==> config.mk <==
export PLATFORM = sky130hd
export DESIGN_NAME = mult_acc_flat
export DESIGN_NICKNAME = d
export VERILOG_FILES = /design/src/rtl/mult_acc_pkg.sv /design/src/rtl/mult_acc_if.sv /design/src/rtl/mult_acc_edge.sv /design/src/rtl/mult_acc.sv /design/src/flat_wrapper.sv
export SDC_FILE = /design/constraint.sdc
export NUM_CORES = 1
export LEC_CHECK = 0
export BUFFER_PORTS_ARGS = -buffer_cell sky130_fd_sc_hd__buf_2
export CAP_MARGIN = 20
export CORE_MARGIN = 2
export CORE_UTILIZATION = 45
export DETAILED_ROUTE_END_ITERATION = 6
export GPL_TIMING_DRIVEN = 0
export PLACE_DENSITY_LB_ADDON = 0.2
export SYNTH_ARGS = -nofsm -noshare
export SYNTH_HDL_FRONTEND = slang
export SYNTH_SLANG_ARGS = --single-unit
==> constraint.sdc <==
create_clock -name clk -period 5.4 [get_ports clk]
set_input_delay 1.08 -clock clk [delete_from_list [all_inputs] [get_ports clk]]
set_output_delay 1.08 -clock clk [all_outputs]
set_load 0.01 [all_outputs]
==> src/rtl/mult_acc_pkg.sv <==
// Shared types, default sizes and the add-clamp helper for the product accumulator.
package mult_acc_pkg;

  localparam int DEF_DATA_W   = 16;
  localparam int DEF_ACC_W    = 24;
  localparam int DEF_NUM_PROD = 4;

  typedef enum logic {
    ACCUM = 1'b0,
    DONE  = 1'b1
  } state_e;

  // The wrapped sum is always available; a carry out only clamps when saturation is on.
  function automatic logic add_saturates(input logic carry, input logic sat_en);
    return carry & sat_en;
  endfunction

endpackage

==> src/rtl/mult_acc_if.sv <==
// Product-in / result-out bus between the multiplier, the accumulator and its consumer.
interface mult_acc_if #(
  parameter int DATA_W = 16,
  parameter int ACC_W  = 24
);
  logic [DATA_W-1:0] prod_in;
  logic              prod_ack;
  logic [ACC_W-1:0]  res_data;
  logic              res_valid;
  logic              res_ready;

  modport slave (
    input  prod_in, prod_ack, res_ready,
    output res_data, res_valid
  );

  modport master (
    output prod_in, prod_ack, res_ready,
    input  res_data, res_valid
  );
endinterface

==> src/rtl/mult_acc_edge.sv <==
// Registers the multiplier ack and emits a one-cycle pulse on its rising edge.
module mult_acc_edge (
  input  logic clk,
  input  logic reset,
  input  logic ack,
  output logic pulse
);

  logic ack_q, ack_d;

  assign ack_d = ack;

  always_ff @(posedge clk or negedge reset) begin
    if (!reset) ack_q <= 1'b0;
    else        ack_q <= ack_d;
  end

  assign pulse = ack & ~ack_q;

endmodule

==> src/rtl/mult_acc.sv <==
// Accumulates NUM_PROD products into one result with a one-entry pending buffer.
// Build option: MULT_ACC_SAT_EN selects saturating instead of wrapping adds.
//   state | meaning
//   ACCUM | collecting products into acc
//   DONE  | result held on res_data until res_ready
module mult_acc
  import mult_acc_pkg::*;
#(
  parameter int DATA_W   = DEF_DATA_W,
  parameter int ACC_W    = DEF_ACC_W,
  parameter int NUM_PROD = DEF_NUM_PROD
) (
  input  logic       clk,
  input  logic       reset,
  input  logic       clr,
  mult_acc_if.slave  bus,
  output logic       busy,
  output logic       ovf_err,
  output logic       sat_flag
);

  localparam int              CNT_W      = $clog2(NUM_PROD + 1);
  localparam logic [CNT_W-1:0] LAST_CNT  = CNT_W'(NUM_PROD - 1);
  localparam logic [CNT_W-1:0] ONE_CNT   = CNT_W'(1);
  localparam logic             FIRST_DONE = (NUM_PROD == 1);
`ifdef MULT_ACC_SAT_EN
  localparam logic SAT_EN = 1'b1;
`else
  localparam logic SAT_EN = 1'b0;
`endif

  state_e            state_q, state_d;
  logic [ACC_W-1:0]  acc_q, acc_d, res_q, res_d, pend_q, pend_d;
  logic [CNT_W-1:0]  cnt_q, cnt_d;
  logic              pend_v_q, pend_v_d, ovf_q, ovf_d, sat_q, sat_d;
  logic              cap, carry, clamp, load_en;
  logic [ACC_W-1:0]  prod_ext, sum_wrap, sum, load_val;

  mult_acc_edge u_edge (
    .clk   (clk),
    .reset (reset),
    .ack   (bus.prod_ack),
    .pulse (cap)
  );

  assign prod_ext          = ACC_W'(bus.prod_in);
  assign {carry, sum_wrap} = {1'b0, acc_q} + {1'b0, prod_ext};
  assign clamp             = add_saturates(carry, SAT_EN);
  assign sum               = clamp ? {ACC_W{1'b1}} : sum_wrap;

  always_comb begin
    state_d  = state_q;
    acc_d    = acc_q;
    cnt_d    = cnt_q;
    res_d    = res_q;
    pend_d   = pend_q;
    pend_v_d = pend_v_q;
    ovf_d    = ovf_q;
    sat_d    = sat_q;
    load_en  = 1'b0;
    load_val = pend_q;
    if (clr) begin
      state_d  = ACCUM;
      acc_d    = '0;
      cnt_d    = '0;
      res_d    = '0;
      pend_v_d = 1'b0;
      ovf_d    = 1'b0;
      sat_d    = 1'b0;
    end else begin
      case (state_q)
        ACCUM: begin
          if (cap) begin
            sat_d = sat_q | clamp;
            if (cnt_q == LAST_CNT) begin
              state_d = DONE;
              res_d   = sum;
              acc_d   = '0;
              cnt_d   = '0;
            end else begin
              acc_d = sum;
              cnt_d = cnt_q + ONE_CNT;
            end
          end
        end
        DONE: begin
          if (bus.res_ready) begin
            state_d = ACCUM;
            if (pend_v_q) begin
              load_en  = 1'b1;
              load_val = pend_q;
              pend_v_d = cap;
              if (cap) pend_d = prod_ext;
            end else if (cap) begin
              load_en  = 1'b1;
              load_val = prod_ext;
            end
          end else if (cap) begin
            if (pend_v_q) begin
              ovf_d = 1'b1;
            end else begin
              pend_d   = prod_ext;
              pend_v_d = 1'b1;
            end
          end
        end
        default: state_d = ACCUM;
      endcase
      // A product starting a new set completes it at once when sets are one product long.
      if (load_en) begin
        if (FIRST_DONE) begin
          state_d = DONE;
          res_d   = load_val;
        end else begin
          acc_d = load_val;
          cnt_d = ONE_CNT;
        end
      end
    end
  end

  always_ff @(posedge clk or negedge reset) begin
    if (!reset) begin
      state_q  <= ACCUM;
      acc_q    <= '0;
      cnt_q    <= '0;
      res_q    <= '0;
      pend_q   <= '0;
      pend_v_q <= 1'b0;
      ovf_q    <= 1'b0;
      sat_q    <= 1'b0;
    end else begin
      state_q  <= state_d;
      acc_q    <= acc_d;
      cnt_q    <= cnt_d;
      res_q    <= res_d;
      pend_q   <= pend_d;
      pend_v_q <= pend_v_d;
      ovf_q    <= ovf_d;
      sat_q    <= sat_d;
    end
  end

  assign bus.res_data  = res_q;
  assign bus.res_valid = (state_q == DONE);
  assign busy          = (cnt_q != '0) | bus.res_valid | pend_v_q;
  assign ovf_err       = ovf_q;
  assign sat_flag      = sat_q;

endmodule

==> src/flat_wrapper.sv <==
// flat-port wrapper written by rule: the top's interface ports become plain ports
module mult_acc_flat import mult_acc_pkg::*;
#(
  parameter int DATA_W   = DEF_DATA_W,
  parameter int ACC_W    = DEF_ACC_W,
  parameter int NUM_PROD = DEF_NUM_PROD
)
  (clk, reset, clr, busy, ovf_err, sat_flag, bus_prod_in, bus_prod_ack, bus_res_ready, bus_res_data, bus_res_valid);
  mult_acc_if #(.DATA_W(DATA_W), .ACC_W(ACC_W)) bus_i ();
  input  logic clk;
  input  logic reset;
  input  logic clr;
  output logic busy;
  output logic ovf_err;
  output logic sat_flag;
  input wire logic [$bits(bus_i.prod_in)-1:0] bus_prod_in;
  input wire logic [$bits(bus_i.prod_ack)-1:0] bus_prod_ack;
  input wire logic [$bits(bus_i.res_ready)-1:0] bus_res_ready;
  output wire logic [$bits(bus_i.res_data)-1:0] bus_res_data;
  output wire logic [$bits(bus_i.res_valid)-1:0] bus_res_valid;
  assign bus_i.prod_in = bus_prod_in;
  assign bus_i.prod_ack = bus_prod_ack;
  assign bus_i.res_ready = bus_res_ready;
  assign bus_res_data = bus_i.res_data;
  assign bus_res_valid = bus_i.res_valid;
  mult_acc #(.DATA_W(DATA_W), .ACC_W(ACC_W), .NUM_PROD(NUM_PROD)) u_core (.clk(clk), .reset(reset), .clr(clr), .bus(bus_i), .busy(busy), .ovf_err(ovf_err), .sat_flag(sat_flag));
endmodule
==> impl_metrics.py, run 1 <==
metrics = {
    "final_layout": {
        "nNetsFinal": 564,
        "multi_input_area_um2": 2312,
        "seq_area_um2": 1977,
        "drive_gt1_share_pct": 20.98,
        "syn2layout_area_growth_pct": 15.94,
        "layout_commonest_cell": "dfrtp_1",
        "fillers": 913,
        "num_antenna_cells": 0,
        "fin_util_pct": 53.37,
        "layout_common_cells": "dfrtp_1, nand2_1, buf_2",
    },
    "synthesis": {
        "syn_inst": 465,
        "ys_seq_area_share_pct": 44.34,
        "synth_edf_count": 0,
        "async_flop_share_pct": 100.0,
        "yosys.area.top_type": "dfrtp_1",
        "synth_top_cell_area_share_pct": 44.34,
        "ys_ff_latch": 79,
        "yosys_warnings": 0,
        "ys.flop_type": "dfrtp_1",
        "synth_area_per_cell_um2": 9.587,
        "synthTopCellsByArea": "dfrtp_1, nand2_1, ha_1",
        "ys_types": 62,
        "synth_fp_nets": 505,
        "synth_area_um2": 4458,
    },
    "clocking": {
        "htree_levels": 3,
        "cts_tree": "yes",
        "clock_sinks": 79,
        "insertion_delay_ns": 0.36,
        "cts_resized": 0,
        "clockBufferDepth": 2,
        "cts-root-buf": "clkbuf_8",
        "clk_pin_slew_ns": 0.09,
        "cts_made_buffers": 9,
        "postCtsHoldBufs": 0,
        "postCtsSetupBuffers": 0,
    },
    "setup_path": {
        "cp-start-kind": "input port",
        "path_class": "in -> reg",
        "required_ns": 5.66,
        "cp-end-kind": "flip-flop",
        "crit_fanout": 3,
        "cp.arrival_ns": 3.43,
    },
    "floorplan": {
        "die_x_um": 103.5,
        "die_area_um2": 10720,
        "core_um2": 9684,
        "placementRows": 36,
        "design.portCount": 49,
        "start_util_pct": 46.03,
        "chipHeight_um": 103.5,
    },
    "timing": {
        "final.setup.tns_ns": 0,
        "relSlewSlack_pct": 51.54,
        "hold_viol_final": 0,
        "period_share_pct": 58.82,
        "rsz0062_at_grt": "false",
        "clock_skew_ns": 0.01046,
        "setup_viol": 0,
        "max_freq_mhz": 314.9,
        "maxSlewViolCount": 0,
        "finalCriticalPeriod_ns": 3.176,
        "worst_pin_slew_ns": 0.7253,
    },
    "min_path": {
        "hold_path.class": "reg -> reg",
    },
    "run": {
        "maxCapViolCount": 0,
    },
    "drt": {
        "avgViaCountPerCell": 5.598,
        "wire_per_inst_um": 17.24,
        "route.detailed.drc": 0,
        "antenna_left": 0,
        "vias": 3706,
        "drt_iter0_markers": 146,
        "wl_um": 11410,
        "drt_first_pass_iters": 5,
    },
    "global_route": {
        "grt_usage_pct": 22.10,
        "grt_first_pass_wirelength_um": 18920,
        "grt_max_degree": 49,
        "gr-total-overflow": 0,
        "antenna_found_initial": 0,
        "grt_pass1_vias": 3676,
    },
    "power": {
        "power.density_nw_per_um2": 276.6,
        "p_leak_nw": 2.409,
        "irDropWorstVdd_mv": 0.1432,
        "p_total_mw": 1.430,
    },
    "run_status": {
        "status": "complete, no violations",
    },
    "place": {
        "gp_congestion": 0.9042,
        "io_buffer_count": 46,
        "hpwl_um": 8277,
    },
}
-- stage by stage --
stage	instance area [um^2]	cells	hold WS, ns	setup WS [ns]
global placement	4855	644	0.4591	1.915
finish	5169	662	0.4815	2.224
detailed placement	4885	645	0.4689	1.865
CTS	5164	661	0.4869	2.262
floorplan	4458	465	0.4489	2.379
global route	5169	662	0.5074	2.099
-- state kept, by name, indices dropped and copies added, names as in the netlist --
name,cells
u_core.cnt_q,3
u_core.pend_v_q,1
u_core.u_edge.ack_q,1
u_core.acc_q,24
u_core.bus.res_valid,1
u_core.bus.res_data,24
u_core.ovf_err,1
u_core.pend_q,24
-- cell families (layout without fill, tap and decap cells) --
group	Yosys count	after routing	synth area share, %
adders and majority gates	19	19	5.501
buffers and inverters	39	103	3.789
DFF	79	79	44.34
and+or+nand+nor	141	141	14.88
other	1	1	0.08412
muxes	21	21	5.192
xor gates and xnor gates	21	21	4.126
AOI/OAI and AO/OA	144	144	22.09
-- Yosys cell counts, types with 7 or more instances --
cell type and n:
a211oi_1 7, a21oi_1 40, a22o_1 14, a31oi_1 9
buf_2 9, clkbuf_1 13, dfrtp_1 79, ha_1 18
inv_1 14, mux2_2 17, nand2_1 65, nor2_1 30
nor2b_1 7, nor3_1 8, o21ai_0 19, xnor2_1 15
-- power by group --
part	internal (mW)	total, mW	switching, mW
combinational	0.0792	0.203	0.124
clock	0.379	0.613	0.234
sequential	0.604	0.613	0.00898
total	1.06	1.43	0.367
-- critical path: stages --
cell	delay, ns
buf_2	0.12
ha_1	0.23
fa_1	0.44
a21oi_1	0.24
o211ai_1	0.17
o2111ai_1	0.20
o21ai_1	0.20
o2111ai_1	0.39
o31ai_1	0.11
a22o_1	0.26
-- worst paths after layout --
kind / startpoint / to / slack, ns / cells after the start
worst min register to register: u_core.bus.res_data[18] / u_core.bus.res_data[18] / 0.48 / 2
min in group asynchronous: reset / u_core.u_edge.ack_q / 0.65 / 1
worst max-delay path: bus_prod_in[0] / u_core.acc_q[20] / 2.22 / 10
worst min-delay path: u_core.bus.res_data[18] / u_core.bus.res_data[18] / 0.48 / 2
worst max register to register: u_core.acc_q[0] / u_core.acc_q[20] / 2.67 / 9
max in group asynchronous: reset / u_core.pend_q[4] / 4.16 / 2
-- routing by layer --
metal	up-vias	part of all wire, %	global-route usage [%]
met3	19	3.9	3.776
met1	1823	47	31.02
met4	0	2.1	8.301
met5	-	0	0
li1	1770	-	-
met2	94	47	34.48
-- final cells by class --
cell class                      count  area share [%]
Multi-Input combinational cell    347           44.73
Sequential cell                    79           38.25
Timing Repair Buffer               48           5.132
Tap cell                          133           3.220
Clock buffer                       11           2.929
Clock inverter                      5           2.469
Buffer                             25           2.251
Inverter                           14           1.017
(Power assumes the default switching activity.)
==> run 2: changes to the inputs <==
Settings changed: ABC_AREA set to 1.
Clock period 5.4 ns to 2.8 ns, I/O delays scaled along.
==> impl_metrics.py, run 2 <==
metrics = {
    "timing": {
        "clock_skew_ns": 0.01182,
        "setup_viol": 0,
        "final.setup.tns_ns": 0,
        "rsz0062_at_grt": "false",
        "hold_viol_final": 0,
        "max_freq_mhz": 425.9,
        "worst_pin_slew_ns": 0.7914,
        "relSlewSlack_pct": 47.05,
        "maxSlewViolCount": 0,
        "period_share_pct": 83.87,
        "finalCriticalPeriod_ns": 2.348,
    },
    "final_layout": {
        "fin_util_pct": 52.03,
        "num_antenna_cells": 0,
        "nNetsFinal": 844,
        "final_area_um2": 5665,
        "layout_common_cells": "nand2_1, inv_1, dfrtp_1",
        "syn2layout_area_growth_pct": 12.27,
        "layout_commonest_cell": "nand2_1",
        "fillers": 1087,
        "drive_gt1_share_pct": 11.26,
    },
    "clocking": {
        "clock_sinks": 79,
        "clockBufferDepth": 2,
        "clk_pin_slew_ns": 0.09,
        "cts_resized": 0,
        "cts-root-buf": "clkbuf_8",
        "insertion_delay_ns": 0.37,
        "cts_made_buffers": 9,
        "cts_tree": "yes",
        "postCtsSetupBuffers": 0,
        "postCtsHoldBufs": 0,
        "htree_levels": 3,
    },
    "place": {
        "gp_congestion": 0.9051,
        "dpl-instance-area_um2": 5487,
        "io_buffer_count": 47,
        "hpwl_um": 10730,
    },
    "power": {
        "irDropWorstVdd_mv": 0.2459,
        "p_leak_nw": 3.192,
        "power.density_nw_per_um2": 652.9,
    },
    "synthesis": {
        "synthTopCellsByArea": "dfrtp_1, nand2_1, inv_1",
        "syn_inst": 745,
        "ys_types": 35,
        "synth_fp_nets": 785,
        "synth_area_per_cell_um2": 6.773,
        "yosysMostFrequentCell": "nand2_1",
        "yosys-top-cells-count": "nand2_1, inv_1, dfrtp_1",
        "synth_edf_count": 0,
        "ys_ff_latch": 79,
        "synth_top_cell_area_share_pct": 39.18,
        "yosys.area.top_type": "dfrtp_1",
        "ys.flop_type": "dfrtp_1",
        "yosys_warnings": 0,
        "async_flop_share_pct": 100.0,
        "ys_seq_area_share_pct": 39.18,
        "synth_area_um2": 5046,
    },
    "floorplan": {
        "design.portCount": 49,
        "die_area_um2": 12080,
        "chipHeight_um": 109.9,
        "placementRows": 38,
        "start_util_pct": 46.35,
        "die_x_um": 109.9,
        "core_um2": 10890,
    },
    "drt": {
        "drt_iter0_markers": 393,
        "avgViaCountPerCell": 5.190,
        "route.met3.wl_um": 1091,
        "wire_per_inst_um": 14.89,
        "drt_first_pass_iters": 5,
        "wl_um": 14110,
        "m1WireLength_um": 6620,
        "vias": 4920,
        "routed.top_layer": "met4",
        "antenna_left": 0,
        "wl_met2_um": 5963,
        "route.detailed.drc": 0,
    },
    "run": {
        "maxCapViolCount": 0,
    },
    "setup_path": {
        "path_class": "reg -> reg",
        "crit_path_frequent_cell": "nand2_1",
        "slowest_stage": "fa_1",
        "max_stage_delay_ns": 0.52,
        "worstRegToRegCells": 10,
        "timing.rr.end": "u_core.acc_q[6]",
        "cp-start-kind": "flip-flop",
        "cp-end-kind": "flip-flop",
        "required_ns": 3.06,
        "cp.arrival_ns": 2.61,
        "reg2reg_slack_ns": 0.45,
        "timing.rr.start": "u_core.acc_q[0]",
        "worstPathCellList": "ha_1 > fa_1 > nand2_1 > nand2_1 > nand3_1 > nand2_1 > xnor2_1 > o21ai_0 > o211ai_1 > nand2_1",
        "crit_fanout": 4,
    },
    "global_route": {
        "grt_usage_pct": 25.16,
        "gr-total-overflow": 0,
        "antenna_found_initial": 0,
        "grt_pass1_vias": 4666,
        "grt_first_pass_wirelength_um": 23000,
        "grt_max_degree": 66,
    },
    "run_status": {
        "status": "complete, no violations",
    },
    "min_path": {
        "hold_path.class": "in -> async",
    },
}
==> run 2: worst max path at each step <==
stage	start	end	slack, ns	cells past startpoint
global placement	bus_prod_in[0]	u_core.acc_q[6]	0.20	11
detailed placement	bus_prod_in[0]	u_core.acc_q[20]	0.21	15
floorplan	bus_prod_in[0]	u_core.acc_q[20]	0.70	14
finish	u_core.acc_q[0]	u_core.acc_q[6]	0.45	10
global route	u_core.acc_q[0]	u_core.acc_q[20]	0.30	14
CTS	u_core.acc_q[0]	u_core.acc_q[20]	0.48	14
==> run 2: power by group <==
| part | switching (mW) | internal (mW) |
|---|---|---|
| logic | 1.01 | 0.501 |
| clock network | 0.428 | 0.405 |
| registers | 0.0803 | 1.27 |
| total | 1.52 | 2.18 |
==> run 2: final cells by class <==
| class | instances | area [um^2] | area share [%] |
|---|---|---|---|
| multi-input combinational | 540 | 2554 | 45.08 |
| sequential | 79 | 1977 | 34.89 |
| inverter | 105 | 395.4 | 6.979 |
| timing repair buffer | 48 | 265.3 | 4.682 |
| tap | 140 | 175.2 | 3.092 |
| clock buffer | 11 | 131.4 | 2.319 |
| buffer | 21 | 120.1 | 2.120 |
| clock inverter | 4 | 47.55 | 0.8392 |
==> run 2: layer usage <==
metal / global-route usage (%) / vias up
met3: 5.691 / 32
li1: - / 2466
met2: 37.07 / 176
met1: 35.40 / 2246
met5: 0 / -
met4: 10.67 / 0
==> run 2: logic make-up (layout without fill, tap and decap cells) <==
kind of cell | count (synthesis) | after routing | synth area share, %
AOI/OAI and AO/OA | 97 | 97 | 9.893
and+or+nand+nor | 416 | 416 | 34.57
other | 1 | 1 | 0.07431
xor gates and xnor gates | 7 | 7 | 1.215
buffers and inverters | 126 | 189 | 10.22
adders and majority gates | 19 | 19 | 4.860
DFF | 79 | 79 | 39.18
==> run 2: through the flow <==
stage	power, mW	setup slack (ns)	instances	hold slack [ns]
2_1_floorplan	2.422	0.7037	745	0.2644
5_1_grt	3.959	0.2962	948	0.04831
4_1_cts	3.676	0.4809	948	0.04179
6_report	3.699	0.4518	948	0.04909
3_5_place_dp	2.837	0.2106	933	0.4389
3_3_place_gp	2.804	0.1975	932	0.4584
==> run 2: worst max-delay path, delay by kind of cell, from the launching register on <==
family	cells	cell delay, ns
compound gates	2	0.24
simple gates	5	0.48
flops	1	0.40
fa+ha+maj	2	0.80
xor+xnor	1	0.30
